### config.mk
export PLATFORM = sky130hd
export DESIGN_NAME = mult_arbiter
export DESIGN_NICKNAME = d
export VERILOG_FILES = /design/src/rtl/mult_arbiter.sv
export SDC_FILE = /design/constraint.sdc
export NUM_CORES = 1
export LEC_CHECK = 0
export BUFFER_PORTS_ARGS = -buffer_cell sky130_fd_sc_hd__buf_2
export CAP_MARGIN = 0
export CELL_PAD_IN_SITES_DETAIL_PLACEMENT = 0
export CELL_PAD_IN_SITES_GLOBAL_PLACEMENT = 1
export CORE_MARGIN = 8
export CORE_UTILIZATION = 33
export CTS_BUF_LIST = sky130_fd_sc_hd__clkbuf_8 sky130_fd_sc_hd__clkbuf_16
export CTS_CLUSTER_DIAMETER = 100
export DETAILED_ROUTE_END_ITERATION = 6
export GPL_ROUTABILITY_DRIVEN = 0
export PLACE_DENSITY = 0.81
export REMOVE_ABC_BUFFERS = 1
export SYNTH_ARGS = -nofsm -noshare
export SYNTH_HDL_FRONTEND = slang
export SYNTH_SLANG_ARGS = --single-unit
### constraint.sdc
create_clock -name clk -period 1.6 [get_ports clk]
set_input_delay 0.16 -clock clk [delete_from_list [all_inputs] [get_ports clk]]
set_output_delay 0.16 -clock clk [all_outputs]
set_load 0.005 [all_outputs]
### src/rtl/mult_arbiter.sv
// Two-requester front end for a shared sequential 4x4 multiplier (IDLE/GRANT/WAIT/DONE).
// Define MULT_ARB_RR_EN for round-robin tie-breaking; otherwise requester 0 has fixed priority.
module mult_arbiter #(
  parameter int LATENCY = 10
) (
  input  logic       clk,
  input  logic       rst,
  input  logic       req0,
  input  logic [3:0] a0,
  input  logic [3:0] b0,
  output logic       gnt0,
  output logic       done0,
  input  logic       req1,
  input  logic [3:0] a1,
  input  logic [3:0] b1,
  output logic       gnt1,
  output logic       done1,
  output logic [7:0] result,
  output logic       busy,
  output logic       mul_rst,
  output logic       mul_start,
  output logic [3:0] mul_a,
  output logic [3:0] mul_b,
  input  logic [7:0] mul_product
);

  typedef enum logic [1:0] {
    IDLE  = 2'd0,
    GRANT = 2'd1,
    WAIT  = 2'd2,
    DONE  = 2'd3
  } state_t;

  state_t     state, state_nxt;
  logic [3:0] cnt;
  logic       sel;
  logic       pick;

`ifdef MULT_ARB_RR_EN
  logic last;

  // On a tie the requester that did not win last time goes first.
  always_comb begin
    pick = ~req0;
    if (req0 && req1) pick = ~last;
  end

  always_ff @(posedge clk) begin
    if (!rst)                last <= 1'b1;
    else if (state == GRANT) last <= sel;
  end
`else
  always_comb begin
    pick = ~req0;
  end
`endif

  always_comb begin
    state_nxt = state;
    case (state)
      IDLE:    if (req0 || req1) state_nxt = GRANT;
      GRANT:   state_nxt = WAIT;
      WAIT:    if (cnt == 4'd0) state_nxt = DONE;
      DONE:    state_nxt = IDLE;
      default: state_nxt = IDLE;
    endcase
  end

  always_ff @(posedge clk) begin
    if (!rst) begin
      state  <= IDLE;
      cnt    <= 4'd0;
      sel    <= 1'b0;
      result <= 8'd0;
      mul_a  <= 4'd0;
      mul_b  <= 4'd0;
    end else begin
      state <= state_nxt;
      case (state)
        IDLE: begin
          if (req0 || req1) begin
            sel   <= pick;
            mul_a <= pick ? a1 : a0;
            mul_b <= pick ? b1 : b0;
          end
        end
        GRANT: cnt <= 4'(LATENCY - 1);
        WAIT: begin
          // Counter runs LATENCY-1 down to 0, so WAIT spans exactly LATENCY cycles.
          if (cnt == 4'd0) result <= mul_product;
          else             cnt    <= cnt - 4'd1;
        end
        default: ;
      endcase
    end
  end

  assign gnt0      = (state == GRANT) && !sel;
  assign gnt1      = (state == GRANT) &&  sel;
  assign done0     = (state == DONE)  && !sel;
  assign done1     = (state == DONE)  &&  sel;
  assign mul_start = (state == GRANT);
  assign busy      = (state != IDLE);
  assign mul_rst   = ~rst;

endmodule

After elaboration in Yosys (flattened, before gate mapping). Index checks and enable logic that the tools add are counted.

$add $sub $neg: 1. Multiply operators: 0. Div/mod/pow operators: 0. Magnitude comparators: 0. Eq/ne operators: 6. Shift operators: 0. Muxes and demuxes: 7. Bitwise logic cells: 2. Reduce and logical (&&, ||, !) cells: 14.

Operators by type and width (count): $mux W4 (3); $pmux W2 S4 (1); $pmux W4 S2 (1); $reduce_and A2 Y1 (4); $ne A2 B2 Y1 const B (3); $eq A2 B2 Y1 const B (2); $logic_and A1 B1 Y1 (4); $logic_not A4 Y1 (1); $mux W2 (2); $reduce_bool A2 Y1 (2); $sub A4 B1 Y4 const B (1); $eq A2 B1 Y1 const B (1); $logic_not A2 Y1 (1); $not A1 Y1 (2); $logic_not A1 Y1 (1); $logic_or A1 B1 Y1 (1).

Flip-flop bits (word level): 23. Latch bits: 0. RAM bits: 0. Bits in read-only memories: 0. Input port bits: 28. Output and inout bits: 23. Logic and storage cells: 36. Memories: 0.

Depth between registers and ports, before layout. Gate-level depths: netlist (run 1).

Depth after elaboration: 3. Mapped depth: 6. Mapped depth without buffers: 5.

Worst setup path before layout (run 1). Ideal clock, no wire load.

Path kind: register -> register. Start: reg state[0]. End: reg result[0]. Setup time: 0.129 ns. Arrival: 1.267 ns. Required time: 1.471 ns. Slack: 0.204 ns. Cell stages (with the launch flop): 7. Buffers on the path: 1. Clock period less this slack: 1.396 ns. Cell sequence: dfxtp_1 -> inv_1 -> ha_1 -> and4bb_2 -> buf_4 -> mux2i_1 -> nor2_1.

Longest elaborated chain between the ends: 2.

Ends and longest elaborated chain: start: declaration (RTL line 34) `state_t state, state_nxt;`; start signal: assignment (RTL line 78) `state <= state_nxt;`; $eq A2 B2 Y1 (RTL line 79) `case (state)`; $reduce_and A2 Y1 (no line); end signal: assignment (RTL line 90) `if (cnt == 4'd0) result <= mul_product;`; end: declaration (RTL line 18) `output logic [7:0] result,`.

No other way between the ends. A chain may end at the register's enable or synchronous reset.

Worst setup path after layout (run 1).
Start: reg cnt[0]. End: reg state[1].

Longest elaborated chain between the ends: 3.

Ends and longest elaborated chain: start: declaration (RTL line 35) `logic [3:0] cnt;`; start signal: assignment (RTL line 87) `GRANT: cnt <= 4'(LATENCY - 1);`; start signal: assignment (RTL line 91) `else cnt <= cnt - 4'd1;`; $logic_not A4 Y1 (RTL line 63) `WAIT: if (cnt == 4'd0) state_nxt = DONE;`; $ne A2 B2 Y1 (no line); $reduce_and A2 Y1 (no line).

No other way between the ends.

==> results of run 1 <==
[worst min-delay path, cell delays in order]
cell and delay, ns:
buf_2 0.07, mux2i_1 0.06, nor2_1 0.07
[layout by cell type, fill, tap and decap left out]
cell	instances
a211oi_1	9
a21oi_1	3
a21oi_2	1
and2_1	2
and4bb_4	1
buf_2	50
buf_4	1
clkbuf_8	3
clkinvlp_4	1
dfxtp_1	23
ha_1	6
ha_2	1
inv_1	7
mux2i_1	19
nand2_1	2
nand2b_1	1
nand3_1	2
nand3b_1	1
nor2_1	17
nor2b_1	2
nor3b_1	2
nor4b_2	1
o211ai_1	2
o21a_1	1
o21a_2	1
o311a_1	1
o31a_1	1
or3_1	1
or3b_1	1
[final cells by class]
class,count,share of cell area (%)
multi-input combinational,78,41.48
sequential,23,31.67
timing repair buffer,51,17.73
tap,46,3.959
clock buffer,3,2.840
inverter,7,1.807
clock inverter,1,0.5164
[final timing paths]
path / cells past startpoint / start / slack [ns] / to
min: 3 / mul_product[4] / 0.12 / result[4]
min reg2reg: 2 / mul_a[1] / 0.50 / mul_a[1]
max: 5 / cnt[0] / 0.09 / state[1]
max reg2reg: 5 / cnt[0] / 0.09 / state[1]
[flip-flops by register name, indices dropped and copies added, names as in the netlist]
name    flops
result      8
cnt         4
mul_a       4
mul_b       4
state       2
sel         1
[logic make-up after synthesis]
group                    Yosys count  synth area share [%]
AO/OA/AOI/OAI                     19                 12.72
adder cells (fa/ha/maj)            7                 7.883
buffers and inverters             12                 4.842
flip-flops                        23                 41.44
multiplexers                      19                 17.12
AND/OR/NAND/NOR                   33                 15.99
[stage by stage]
step	worst slack, ns	total power, mW	hold WS [ns]	utilization (%)	cells
after floorplan	0.1751	1.504	0.2556	-	108
after global placement	0.1241	1.826	0.3970	42.59	205
after detailed placement	0.1037	1.858	0.4040	42.59	205
after CTS	0.08344	2.242	0.1179	44.08	209
after global routing	0.0008260	2.425	0.1254	44.27	209
final	0.09279	2.214	0.1236	44.27	209
[layer usage]
layer  GRT usage, %  wire length [µm]  part of all wire [%]  up-vias
met5              0                 0                     0        -
met4          3.326                28                   1.0        0
met1          11.06              1073                    40      445
li1               -                 -                     -      496
met3          4.447               217                   8.1        2
met2          16.80              1367                    51       24
[power groups by stage]
stage	Combinational (mW)	Sequential (mW)	Clock, mW
2_1_floorplan	0.646	0.859	0
3_3_place_gp	0.967	0.859	0
3_5_place_dp	0.994	0.864	0
4_1_cts	0.997	0.855	0.391
5_1_grt	1.14	0.879	0.411
6_report	0.990	0.853	0.371
==> results_dict.tcl, run 1 <==
set metrics [dict create \
    combPwrFrac_pct 44.7 \
    peakVddDrop_uv 610.6 \
    core_mm2 0.003284 \
    intPower_mw 1.392 \
    cts-buffers-inserted 3 \
    critPathBufInv 1 \
    cts_resized 0 \
    synth_edf_count 0 \
    ys_warn_count 0 \
    max_freq_ghz 0.6635 \
    die_x_um 74.03 \
    cp_data_required_time_ns 1.80 \
    clockBufferDepth 2 \
    seq_area_um2 460.4 \
    cp_max_fo 4 \
    design_area_mm2 0.001454 \
    worst_path_max_delay_cell "or3b_1" \
    numPortBuffers 50 \
    row_count 21 \
    ios 51 \
    drc 0 \
    clock_skew_ns 0.005066 \
    cts_tree "yes" \
    grt_pass1_wl_um 4347 \
    fin_crit_sh_pct 94.20 \
    clockPowerShare_pct 16.8 \
    p_seq_share_pct 38.5 \
    maxCapViolCount 0 \
    synth_area_mm2 0.001111 \
    postCtsSetupRepairBufs 0 \
    clkTransAtPathRegs_ns 0.09 \
    cp-start-kind "register" \
    setup_violations 0 \
    htree_num_levels 1 \
    antenna_left 0 \
    grt_max_degree 21 \
    syn_area_per_cell_um2 9.832 \
    hold_buffers 0 \
    p_switching_mw 0.8212 \
    synth_top_flop_cell "dfxtp_1" \
    ys_seq_elements 23 \
    clock_latency_ns 0.27 \
    path_cells "inv_1, ha_2, or3b_1, a21oi_2, mux2i_1" \
    worst_pin_slew_ns 0.6193 \
    netlist_instances 113 \
    synth_area_leaders "dfxtp_1 41%, mux2i_1 17%, ha_1 7.9%, a211oi_1 6.1%, nor2_1 5.7%" \
    die_h_um 74.03 \
    area_growth_pct 30.86 \
    via_per_inst 4.627 \
    antenna_cells 0 \
    rsz0062_at_grt "false" \
    drtIter0Drc 42 \
    switching_share_pct 37.10 \
    multi_input_area_um2 603.1 \
    drive_gt1_share_pct 36.81 \
    critPathTopFamily "simple AND/OR/NAND/NOR gates" \
    slew_viol_final 0 \
    die_area_mm2 0.005480 \
    root_buffer "clkbuf_8" \
    status "finished, final reports clean" \
    cts_sinks 23 \
    vias 967 \
    synth.top_cells.by_count "23 x dfxtp_1, 19 x mux2i_1, 17 x nor2_1" \
    drt_wl_total_um 2687 \
    fin_setup_tns_ns 0 \
    min_path_type "primary input to register" \
    slowest_delay_ns 0.38 \
    nets 199 \
    slew-limit-headroom_pct 58.67 \
    initial_core_util_pct 33.83 \
    hpwl_um 2155 \
    arrival_ns 1.71 \
    synth_top_cell_by_area "dfxtp_1" \
    track_usage_pct 10.05 \
    min_period_ns 1.507 \
    p_leak_nw 0.6916 \
    grt-ovfl-total 0 \
    wl_per_cell_um 12.86 \
    ys_async_sr_fraction_pct 0 \
    worstSetupPathType "register to register" \
    drtPass1Iterations 4 \
    dpl-instance-area_mm2 0.001399 \
    synth_top_area_share_pct 41.44 \
    final_hold_viol_count 0 \
    synthDistinctLibCells 27 \
    seq_area_frac_synth_pct 41.44 \
    nFillCells 339 \
    power_density_mw_per_mm2 1523 \
    worstSetupEndpointType "register" \
    yosysMostFrequentCell "dfxtp_1" \
    antenna_found_initial 0 \
    grt_pass1_vias 971 \
]
Power figures use the tool's default switching activity.
==> inputs of run 2 (changes only) <==
- CORE_MARGIN: 8 -> 2
- CORE_UTILIZATION: 33 -> 35
- CTS_BUF_LIST: sky130_fd_sc_hd__clkbuf_8 sky130_fd_sc_hd__clkbuf_16 -> sky130_fd_sc_hd__clkbuf_4 sky130_fd_sc_hd__clkbuf_8
- PLACE_DENSITY: 0.81 -> 0.85
==> run 2 against run 1 <==
Register-to-register slack is essentially flat. Setup slack improved by 0.0051 ns. Sequential cell count unchanged. Critical path depth stayed put. Total power decreased by 4.1%. Non-clock buffer count increased by 1. Critical path type unchanged.
==> results_dict.tcl, run 2 (synthesis gave the netlist of run 1 again) <==
set metrics [dict create \
    status "finished, final reports clean" \
    clockBufferDepth 2 \
    fin_crit_sh_pct 93.88 \
    worst_path_max_delay_cell "or3b_1" \
    core_mm2 0.003028 \
    slew_viol_final 0 \
    root_buffer "clkbuf_4" \
    drive_gt1_share_pct 37.20 \
    critPathBufInv 1 \
    final-instance-count-excl-fill 208 \
    p_total_mw 2.124 \
    fin_ws_ns 0.09790 \
    grt-ovfl-total 0 \
    nets 200 \
    cp_data_required_time_ns 1.85 \
    arrival_ns 1.75 \
    drc 0 \
    clock_latency_ns 0.31 \
    numPortBuffers 50 \
    antenna_left 0 \
    initial_core_util_pct 36.69 \
    slowest_delay_ns 0.40 \
    cts_tree "yes" \
    min_period_ns 1.502 \
    critPathTopFamily "simple AND/OR/NAND/NOR gates" \
    wl_per_cell_um 11.58 \
    ios 51 \
    cts_sinks 23 \
    crit_cells 5 \
    worst-r2r-cell-count 5 \
    row_count 20 \
    drtPass1Iterations 4 \
    antenna_found_initial 0 \
    slew-limit-headroom_pct 74.82 \
    mostFrequentLayoutCells "50 x buf_2, 23 x dfxtp_1, 19 x mux2i_1, 17 x nor2_1, 9 x a211oi_1" \
    worstSetupPathType "register to register" \
    hold_depth 3 \
    dp_slack_ns 0.1186 \
    path_cells "inv_1, ha_1, or3b_1, a21oi_2, mux2i_1" \
    vias 971 \
    max_freq_ghz 0.6657 \
    min_path_type "primary input to register" \
    grt_pass1_vias 893 \
    largest_register "result" \
    power_density_mw_per_mm2 1472 \
    worst_pin_slew_ns 0.3772 \
    die_x_um 60.34 \
    p_leak_nw 0.6970 \
    final_hold_viol_count 0 \
    hpwl_um 1872 \
    setup_violations 0 \
    cp_max_fo 4 \
    grt_max_degree 17 \
    area_growth_pct 29.84 \
    cp-start-kind "register" \
    nFillCells 298 \
    via_per_inst 4.668 \
    worstSetupEndpointType "register" \
    largest_register_ff_count 8 \
    antenna_cells 0 \
    dp_cells 204 \
    die_h_um 60.34 \
    fin_setup_tns_ns 0 \
    clkTransAtPathRegs_ns 0.12 \
    clock_skew_ns 0.001545 \
    maxCapViolCount 0 \
    drtIter0Drc 22 \
    track_usage_pct 14.08 \
    grt_pass1_wl_um 3795 \
    htree_num_levels 1 \
    peakVddDrop_uv 644.2 \
    final_common_cell "buf_2" \
    die_area_mm2 0.003641 \
    rsz0062_at_grt "false" \
    cts-buffers-inserted 3 \
    drt_wl_total_um 2408 \
]
-- run 2: layout make-up --
cell class / count / area (µm²) / area share (%)
multi-input cells: 78 / 608.1 / 42.15
flip-flops and latches: 23 / 460.4 / 31.92
well taps: 44 / 55.05 / 3.816
clock inverters: 1 / 5.005 / 0.3469
clock buffers: 3 / 22.52 / 1.561
inverters: 7 / 26.28 / 1.821
repair buffers: 52 / 265.3 / 18.39
-- run 2: power breakdown --
part / leakage (nW) / internal (mW) / switching (mW)
clock network: 0.0177 / 0.0934 / 0.172
logic: 0.490 / 0.486 / 0.523
registers: 0.189 / 0.739 / 0.111
total: 0.697 / 1.32 / 0.805
-- run 2: what timing repair did --
| action | 4_1_cts | 5_1_grt |
|---|---|---|
| buffers inserted | 0 | 0 |
| hold buffers | 0 | 0 |
| endpoints found under the setup margin | 0 | 2 |
| gates resized for setup | 0 | 2 |
-- run 2: final timing paths --
check                           slack, ns         to            from
worst min register to register       0.50  result[6]       result[6]
worst min-delay path                 0.08  result[7]  mul_product[7]
worst max register to register        0.1   state[1]          cnt[0]
worst max-delay path                  0.1   state[1]          cnt[0]
-- run 2: through the flow --
stage                     area, µm²  hold WS [ns]  util (%)
after CTS                      1431       0.06097     47.27
final                          1443       0.07689     47.64
after floorplan                1084        0.2556         -
after global routing           1443       0.07337     47.64
after detailed placement       1404        0.4036     46.36
after global placement         1404        0.3954     46.36
-- run 2: worst min-delay path, delay by kind of cell --
kind	cells	cell delay [ns]
buf+inv	1	0.07
mux	1	0.05
simple gates	1	0.07
-- run 2: per-layer routing --
layer | GRT usage (%) | part of all wire, %
met5 | 0 | 0
met3 | 1.279 | 2.9
met2 | 24.53 | 52
met4 | 9.524 | 2.6
met1 | 16.29 | 43
